$ cat src/rtl/sine_tbl_pkg.sv
// rtl/sine_tbl_pkg.sv - shared types and constants for the sine table loader
// Purpose: default widths, table depth, FSM state type and the full write mask.
// Ports: none (package).
package sine_tbl_pkg;

  localparam int ADDR_W_DEF = 8;
  localparam int DATA_W_DEF = 32;
  localparam int DEPTH      = 256;

  // Wide enough for any sane DATA_W; users slice the low DATA_W/8 bits.
  localparam logic [127:0] WMASK_ALL = '1;

  typedef enum logic [2:0] {
    ST_IDLE,
    ST_WRITE,
    ST_FLUSH,
    ST_VERIFY_RD,
    ST_VERIFY_CMP
  } state_e;

endpackage

$ cat src/rtl/tbl_xor_accum.sv
// rtl/tbl_xor_accum.sv - XOR accumulator used for the readback checksum
// Purpose: sum_q ^= data on enable; clear has priority and zeroes the sum.
// Ports:
//   clk, reset      clock, asynchronous active-high reset
//   clear           zero the running sum
//   enable          fold data into the sum
//   data [W-1:0]    word to fold in
//   sum  [W-1:0]    running XOR of all enabled words since the last clear
module tbl_xor_accum
  import sine_tbl_pkg::*;
#(
  parameter int W = DATA_W_DEF
) (
  input  logic         clk,
  input  logic         reset,
  input  logic         clear,
  input  logic         enable,
  input  logic [W-1:0] data,
  output logic [W-1:0] sum
);

  logic [W-1:0] sum_q;
  logic [W-1:0] sum_d;

  always_comb begin
    sum_d = sum_q;
    if (clear) begin
      sum_d = '0;
    end else if (enable) begin
      sum_d = sum_q ^ data;
    end
  end

  always_ff @(posedge clk or posedge reset) begin
    if (reset) begin
      sum_q <= '0;
    end else begin
      sum_q <= sum_d;
    end
  end

  assign sum = sum_q;

endmodule

$ cat src/rtl/sine_table_loader.sv
// rtl/sine_table_loader.sv - loads the sine lookup SRAM through port 0 and gates the phase counter
// Purpose: accepts a valid/ready word stream and writes it to consecutive
// (mod 2**ADDR_W) SRAM addresses starting at base_addr; signals done and
// table_valid when the load completes, and holds run_en low otherwise.
// Optional build macro: SINE_TABLE_LOADER_READBACK_CHECK_EN adds an XOR
// checksum readback pass (mem_dout0 input, chk_err output).
// Ports:
//   clk, reset                 clock, asynchronous active-high reset
//   start, abort               load request (IDLE only), cancel in-progress load
//   base_addr, len_m1          first address and word count minus one, latched on start
//   s_valid, s_ready, s_data   incoming word stream
//   mem_csb0 .. mem_din0       SRAM port 0 (registered)
//   run_req, run_en            phase counter request and gated enable
//   busy, done, table_valid    status
//   mem_dout0, chk_err         readback data and checksum error (macro only)
module sine_table_loader
  import sine_tbl_pkg::*;
#(
  parameter int ADDR_W = ADDR_W_DEF,
  parameter int DATA_W = DATA_W_DEF
) (
  input  logic                clk,
  input  logic                reset,
  input  logic                start,
  input  logic                abort,
  input  logic [ADDR_W-1:0]   base_addr,
  input  logic [ADDR_W-1:0]   len_m1,
  input  logic                s_valid,
  output logic                s_ready,
  input  logic [DATA_W-1:0]   s_data,
  output logic                mem_csb0,
  output logic                mem_web0,
  output logic [DATA_W/8-1:0] mem_wmask0,
  output logic [ADDR_W-1:0]   mem_addr0,
  output logic [DATA_W-1:0]   mem_din0,
`ifdef SINE_TABLE_LOADER_READBACK_CHECK_EN
  input  logic [DATA_W-1:0]   mem_dout0,
  output logic                chk_err,
`endif
  input  logic                run_req,
  output logic                run_en,
  output logic                busy,
  output logic                done,
  output logic                table_valid
);

  state_e              state_q, state_d;
  logic [ADDR_W-1:0]   base_q, base_d;
  logic [ADDR_W-1:0]   len_q, len_d;
  logic [ADDR_W-1:0]   cnt_q, cnt_d;
  logic                csb_q, csb_d;
  logic                web_q, web_d;
  logic [DATA_W/8-1:0] wmask_q, wmask_d;
  logic [ADDR_W-1:0]   addr_q, addr_d;
  logic [DATA_W-1:0]   din_q, din_d;
  logic                done_q, done_d;
  logic                valid_q, valid_d;
  logic                start_go;
  logic                beat;

`ifdef SINE_TABLE_LOADER_READBACK_CHECK_EN
  logic                chk_err_q, chk_err_d;
  logic                rd_vld_q, rd_vld_d;
  logic                rd_on_port;
  logic                rd_acc_en;
  logic [DATA_W-1:0]   wr_sum;
  logic [DATA_W-1:0]   rd_sum;

  // A read is on the port this cycle; its data is returned next cycle.
  assign rd_on_port = !csb_q && web_q;
  assign rd_acc_en  = rd_vld_q &&
                      (state_q == ST_VERIFY_RD || state_q == ST_VERIFY_CMP);

  tbl_xor_accum #(.W(DATA_W)) u_wr_accum (
    .clk    (clk),
    .reset  (reset),
    .clear  (start_go),
    .enable (beat),
    .data   (s_data),
    .sum    (wr_sum)
  );

  tbl_xor_accum #(.W(DATA_W)) u_rd_accum (
    .clk    (clk),
    .reset  (reset),
    .clear  (start_go),
    .enable (rd_acc_en),
    .data   (mem_dout0),
    .sum    (rd_sum)
  );
`endif

  assign start_go = (state_q == ST_IDLE) && start;

  always_comb begin
    state_d = state_q;
    base_d  = base_q;
    len_d   = len_q;
    cnt_d   = cnt_q;
    csb_d   = 1'b1;
    web_d   = 1'b1;
    wmask_d = '0;
    addr_d  = addr_q;
    din_d   = din_q;
    done_d  = 1'b0;
    valid_d = valid_q;
    s_ready = 1'b0;
    beat    = 1'b0;
`ifdef SINE_TABLE_LOADER_READBACK_CHECK_EN
    chk_err_d = chk_err_q;
    rd_vld_d  = rd_on_port;
`endif

    case (state_q)
      ST_IDLE: begin
        if (start) begin
          base_d  = base_addr;
          len_d   = len_m1;
          cnt_d   = '0;
          valid_d = 1'b0;
          state_d = ST_WRITE;
`ifdef SINE_TABLE_LOADER_READBACK_CHECK_EN
          chk_err_d = 1'b0;
`endif
        end
      end

      ST_WRITE: begin
        // abort wins over a same-cycle beat, so ready is withdrawn with it.
        s_ready = !abort;
        if (abort) begin
          state_d = ST_IDLE;
        end else if (s_valid) begin
          beat    = 1'b1;
          csb_d   = 1'b0;
          web_d   = 1'b0;
          wmask_d = WMASK_ALL[DATA_W/8-1:0];
          addr_d  = base_q + cnt_q;
          din_d   = s_data;
          cnt_d   = cnt_q + ADDR_W'(1);
          if (cnt_q == len_q) begin
            state_d = ST_FLUSH;
          end
        end
      end

      ST_FLUSH: begin
        if (abort) begin
          state_d = ST_IDLE;
        end else begin
`ifdef SINE_TABLE_LOADER_READBACK_CHECK_EN
          cnt_d   = '0;
          state_d = ST_VERIFY_RD;
`else
          done_d  = 1'b1;
          valid_d = 1'b1;
          state_d = ST_IDLE;
`endif
        end
      end

`ifdef SINE_TABLE_LOADER_READBACK_CHECK_EN
      ST_VERIFY_RD: begin
        if (abort) begin
          state_d = ST_IDLE;
        end else begin
          csb_d  = 1'b0;
          addr_d = base_q + cnt_q;
          cnt_d  = cnt_q + ADDR_W'(1);
          if (cnt_q == len_q) begin
            state_d = ST_VERIFY_CMP;
          end
        end
      end

      ST_VERIFY_CMP: begin
        // Wait until the last read has left the port and been folded in.
        if (abort) begin
          state_d = ST_IDLE;
        end else if (!rd_on_port && !rd_vld_q) begin
          done_d  = 1'b1;
          state_d = ST_IDLE;
          if (rd_sum == wr_sum) begin
            valid_d = 1'b1;
          end else begin
            chk_err_d = 1'b1;
          end
        end
      end
`endif

      default: begin
        state_d = ST_IDLE;
      end
    endcase
  end

  always_ff @(posedge clk or posedge reset) begin
    if (reset) begin
      state_q <= ST_IDLE;
      base_q  <= '0;
      len_q   <= '0;
      cnt_q   <= '0;
      csb_q   <= 1'b1;
      web_q   <= 1'b1;
      wmask_q <= '0;
      addr_q  <= '0;
      din_q   <= '0;
      done_q  <= 1'b0;
      valid_q <= 1'b0;
    end else begin
      state_q <= state_d;
      base_q  <= base_d;
      len_q   <= len_d;
      cnt_q   <= cnt_d;
      csb_q   <= csb_d;
      web_q   <= web_d;
      wmask_q <= wmask_d;
      addr_q  <= addr_d;
      din_q   <= din_d;
      done_q  <= done_d;
      valid_q <= valid_d;
    end
  end

`ifdef SINE_TABLE_LOADER_READBACK_CHECK_EN
  always_ff @(posedge clk or posedge reset) begin
    if (reset) begin
      chk_err_q <= 1'b0;
      rd_vld_q  <= 1'b0;
    end else begin
      chk_err_q <= chk_err_d;
      rd_vld_q  <= rd_vld_d;
    end
  end

  assign chk_err = chk_err_q;
`endif

  assign mem_csb0   = csb_q;
  assign mem_web0   = web_q;
  assign mem_wmask0 = wmask_q;
  assign mem_addr0  = addr_q;
  assign mem_din0   = din_q;
  assign busy       = (state_q != ST_IDLE);
  assign done       = done_q;
  // Masking with start_go lets the phase counter freeze in the start cycle itself.
  assign table_valid = valid_q && !start_go;
  assign run_en      = run_req && table_valid;

endmodule

$ cat config.mk
export PLATFORM = sky130hd
export DESIGN_NAME = sine_table_loader
export DESIGN_NICKNAME = d
export VERILOG_FILES = /design/src/rtl/sine_tbl_pkg.sv /design/src/rtl/tbl_xor_accum.sv /design/src/rtl/sine_table_loader.sv
export SDC_FILE = /design/constraint.sdc
export NUM_CORES = 1
export LEC_CHECK = 0
export CORE_MARGIN = 8
export CORE_UTILIZATION = 45
export DETAILED_ROUTE_END_ITERATION = 8
export PLACE_DENSITY = 0.78
export SLEW_MARGIN = 20
export SYNTH_ARGS = -nofsm -noshare
export SYNTH_HDL_FRONTEND = slang
export SYNTH_HIERARCHICAL = 1
export SYNTH_SLANG_ARGS = --single-unit
$ cat constraint.sdc
create_clock -name clk -period 4.1 [get_ports clk]
set_input_delay 0.615 -clock clk [delete_from_list [all_inputs] [get_ports clk]]
set_output_delay 0.615 -clock clk [all_outputs]
set_load 0.01 [all_outputs]
# Yosys cells after proc, flatten, opt, wreduce, memory -nomap -nowiden
# Cells that the tools add are included.
# word_totals
wordCells	57
output_inout_bits	51
register_bits	74
inputBits	54
# classes
muxes	21
reduce_logical	14
n_bitwise	1
n_addsub	2
eq_ne	9
# op_table
op	n
$mux 8	3
$pmux 8 s2	1
$mux 3	4
$mux 4	3
$reduce_and 3->1	3
$add 8x1->8 const B	1
$add 8x8->8	1
$eq 8x8->1	1
$mux 1	8
$ne 2x2->1 const B	4
$ne 3x3->1 const B	2
$pmux 3 s2	1
$reduce_and 4->1	1
$reduce_bool 2->1	2
$eq 3x1->1 const B	1
$eq 3x2->1 const B	1
$logic_and 1x1->1	3
$logic_not 3->1	1
$reduce_bool 3->1	1
$logic_not 1->1	2
$pmux 1 s2	1
$reduce_and 2->1	1
$not 1->1	1

# Longest topological paths before layout
# depth
ltp_word	5
depth_mapped	7

# Worst setup path before layout
# No wires, ideal clock.
# synth_timing
path_kind	input -> output
startpoint	in start
endpoint	out run_en
setup_slack_ps	2099
required_ps	3485
n_path_buf	1
path_stages	3
arrival_ps	1386
path_cell_list	or3b_4 buf_2 and3_1
# synth_via
elab_chain_len	4
# synth_rtl
item	line_no	source
from (decl)	sine_table_loader.sv:24	input logic start,
$logic_and 1x1->1	sine_table_loader.sv:93	assign start_go = (state_q == ST_IDLE) && start;
$logic_not 1->1	sine_table_loader.sv:248	assign table_valid = valid_q && !start_go;
$logic_and 1x1->1	sine_table_loader.sv:248	
$logic_and 1x1->1	sine_table_loader.sv:249	assign run_en = run_req && table_valid;
to (decl)	sine_table_loader.sv:41	output logic run_en,
# Every way passes these cells.

# Worst setup path after layout
# Same ends and word-level chain as after synthesis.

==> flow_summary.yaml <==
status:
  status: "completed"
power_and_ir_drop:
  combPwrFrac_pct: 33.3
  p_leak_nw: 2.11
  swShare_pct: 30.6
  power.density_nw_per_um2: 499
  clkPwrFrac_pct: 23.3
  ir_drop_v: 0.000204
  p_seq_share_pct: 43.5
  p_sw_uw: 686
  power.total_mw: 2.24
  intPower_mw: 1.55
sta:
  final-hold-violation-count: 0
  setup_viol: 0
  min_period_ps: 2920
  tns_ps: 0
  worst_pin_slew_ps: 768
  grt_setup_unrepaired: "false"
  fin_worst_skew_ps: 7.45
  fin_crit_sh_pct: 71.3
  slew_headroom_pct: 48.7
  slew_viol_final: 0
  clock.fmax_mhz: 342
detailed_routing:
  drtIter0Drc: 100
  vias: 2651
  drc: 0
  dr.pass1.iters: 4
  wl_per_cell_um: 14.2
  wirelength_um: 7850
  vias_per_cell: 4.79
  postRouteAntennaNets: 0
clocking:
  clkTransAtPathRegs_ps: 70
  clock_latency_ps: 330
  cts_hold_buf: 0
  cts_tree: "done"
  clkSinkCount: 70
  ctsRootBufferMaster: "clkbuf_8"
  cts_setup_buffers: 0
  cts-buffers-inserted: 9
  post_cts_resized: 0
  htreeDepth: 3
  clock_path_buffers: 2
run:
  maxCapViolations: 0
worst_setup_path:
  crit_path_end_kind: "output port"
  worstPathCellList: "clkdlybuf4s50_1 -> or3b_4 -> and3_1 -> clkdlybuf4s50_1"
  worstPathArrival_ps: 2310
  critPathMostFrequentCell: "clkdlybuf4s50_1"
  r2r_start: "cnt_q[0]$_DFFE_PP0P_"
  cp_slowest_stage_delay_ps: 510
  reg2reg_depth: 7
  required_ps: 3480
  crit_type: "in2out"
  cp-start-kind: "input port"
  crit_path_max_fanout: 23
  slowest_stage: "or3b_4"
  crit_path_start: "start"
final_layout:
  num-nets-final: 513
  fill_cells: 614
  regArea_um2: 1750
  multi_input_area_um2: 1330
  drive_above_1_share_pct: 5.71
  areaGrowthSynthToFinish_pct: 39.6
  final_area_um2: 4490
  antenna_cells: 0
yosys:
  synth_cell_types: 46
  syn_area_per_cell_um2: 9.22
  syn_inst: 349
  synth_fp_nets: 412
  synth_edf_count: 0
  ys_ff_latch: 70
  syn-cell-area_um2: 3220
  ys.warnings.count: 6
  synth_flop_cell: "dfrtp_1"
  ys_async_sr_fraction_pct: 100
  ys_seq_area_share_pct: 54.5
placement:
  port_buffers: 104
  dp_hpwl_um: 5610
  dpl_cell_area_um2: 4310
  gp_congestion: 0.752
die:
  core_um2: 7100
  dieArea_um2: 10100
  die_h_um: 101
  fp.dieW_um: 101
  io_pins: 105
  start_util_pct: 45.3
  rows: 31
global_routing:
  track_usage_pct: 16.0
  grt_pass1_wl_um: 13000
  grt-ovfl-total: 0
  grt_max_degree: 60
  grt_pass1_vias: 2730
  antenna_found_initial: 0
hold_path:
  min_from: "mem_din0[17]$_DFFE_PP0P_"
  hold_path_class: "reg2reg"
  hold_depth: 2
==> worst max-delay path: cells and delay by family <==
| family | cells | cell delay [ps] |
|---|---|---|
| buf+inv | 2 | 950 |
| simple gates | 2 | 740 |
==> worst paths after layout <==
check / to / slack, ps
max: run_en / 1180
min in group asynchronous: mem_din0[17]$_DFFE_PP0P_ / 740
min: mem_din0[17]$_DFFE_PP0P_ / 470
min reg2reg: mem_din0[17]$_DFFE_PP0P_ / 470
max in group asynchronous: cnt_q[7]$_DFFE_PP0P_ / 2420
max reg2reg: mem_addr0[6]$_DFFE_PP0P_ / 2100
==> cells in the mapped netlist (3+ instances only) <==
master      n  area, um^2
xnor2_1    11        96.3
o21ai_0    11        55.1
nand3_1     7        35.0
a21oi_1     3        15.0
clkbuf_1    5        18.8
buf_2       5        25.0
xor2_1      4        35.0
dfrtp_1    69        1730
a211oi_1    3        22.5
nand2_1   156         586
nor3b_1     6        45.0
nand4_1     4        25.0
nor2_1      8        30.0
inv_1       7        26.3
ha_1        8         100
buf_4       6        45.0
==> state kept, by name, indices dropped and copies added, names as in the netlist <==
signal and cells:
valid_q 1, base_q 8, mem_din0 32, mem_wmask0 1, len_q 8, state_q 2, mem_addr0 8, mem_web0 1
done 1, cnt_q 8
==> layout by cell type (no fill, tap or decap), types with 2 or more instances in the layout <==
| cell | n |
|---|---|
| nand4_1 | 4 |
| o21bai_1 | 2 |
| clkbuf_8 | 9 |
| a21o_1 | 2 |
| and3_1 | 2 |
| or2_2 | 2 |
| a211oi_2 | 2 |
| clkbuf_1 | 3 |
| nor2_1 | 8 |
| clkinv_2 | 2 |
| a211oi_1 | 3 |
| dfrtp_1 | 69 |
| inv_1 | 6 |
| nand2_1 | 156 |
| xor2_1 | 4 |
| nor3b_1 | 6 |
| o21ai_0 | 11 |
| buf_4 | 4 |
| nand2b_1 | 2 |
| a21oi_1 | 3 |
| clkdlybuf4s50_1 | 104 |
| xnor2_1 | 11 |
| ha_1 | 8 |
| nand3_1 | 7 |
==> area by class of cell <==
class	instances	area share (%)
well taps	99	2.76
repair buffers	108	23.9
clock buffers	12	3.01
flip-flops and latches	70	39.0
inverters	7	0.585
multi-input cells	254	29.7
clock inverters	4	1.06
==> logic make-up (layout without fill, tap and decap cells) <==
family                     Yosys count  count (layout)  share of synthesized area, %
DFF                                 70              70                          54.5
buffers and inverters               25             131                          4.04
muxes                                1               1                         0.311
xor gates and xnor gates            15              15                          4.08
AOI/OAI and AO/OA                   31              31                          6.69
adders and majority gates            9               9                          3.73
and+or+nand+nor                    198             198                          26.6
==> power groups by stage <==
stage	registers, mW	clock network (mW)	logic, mW
after floorplan	1.04	0	0.286
after global placement	0.978	0	0.738
after detailed placement	0.987	0	0.755
after CTS	0.974	0.541	0.760
after global routing	0.995	0.577	0.823
final	0.973	0.522	0.745
==> layer usage <==
metal	up-vias	track usage, %	routed length, um
met4	0	6.28	112
met3	10	4.01	466
met2	82	25.2	3560
met5	-	0	0
met1	1231	20.7	3710
li1	1328	-	-
==> stage by stage <==
stage | hold WS, ps | utilization [%] | setup WS (ps) | instances
global route | 488 | 63.3 | 1110 | 554
floorplan | 452 | - | 1720 | 349
finish | 475 | 63.3 | 1180 | 554
CTS | 480 | 63.3 | 1160 | 554
global placement | 457 | 60.7 | 1190 | 538
detailed placement | 461 | 60.7 | 1160 | 538
Note: power is estimated with default switching activity, not from simulation.
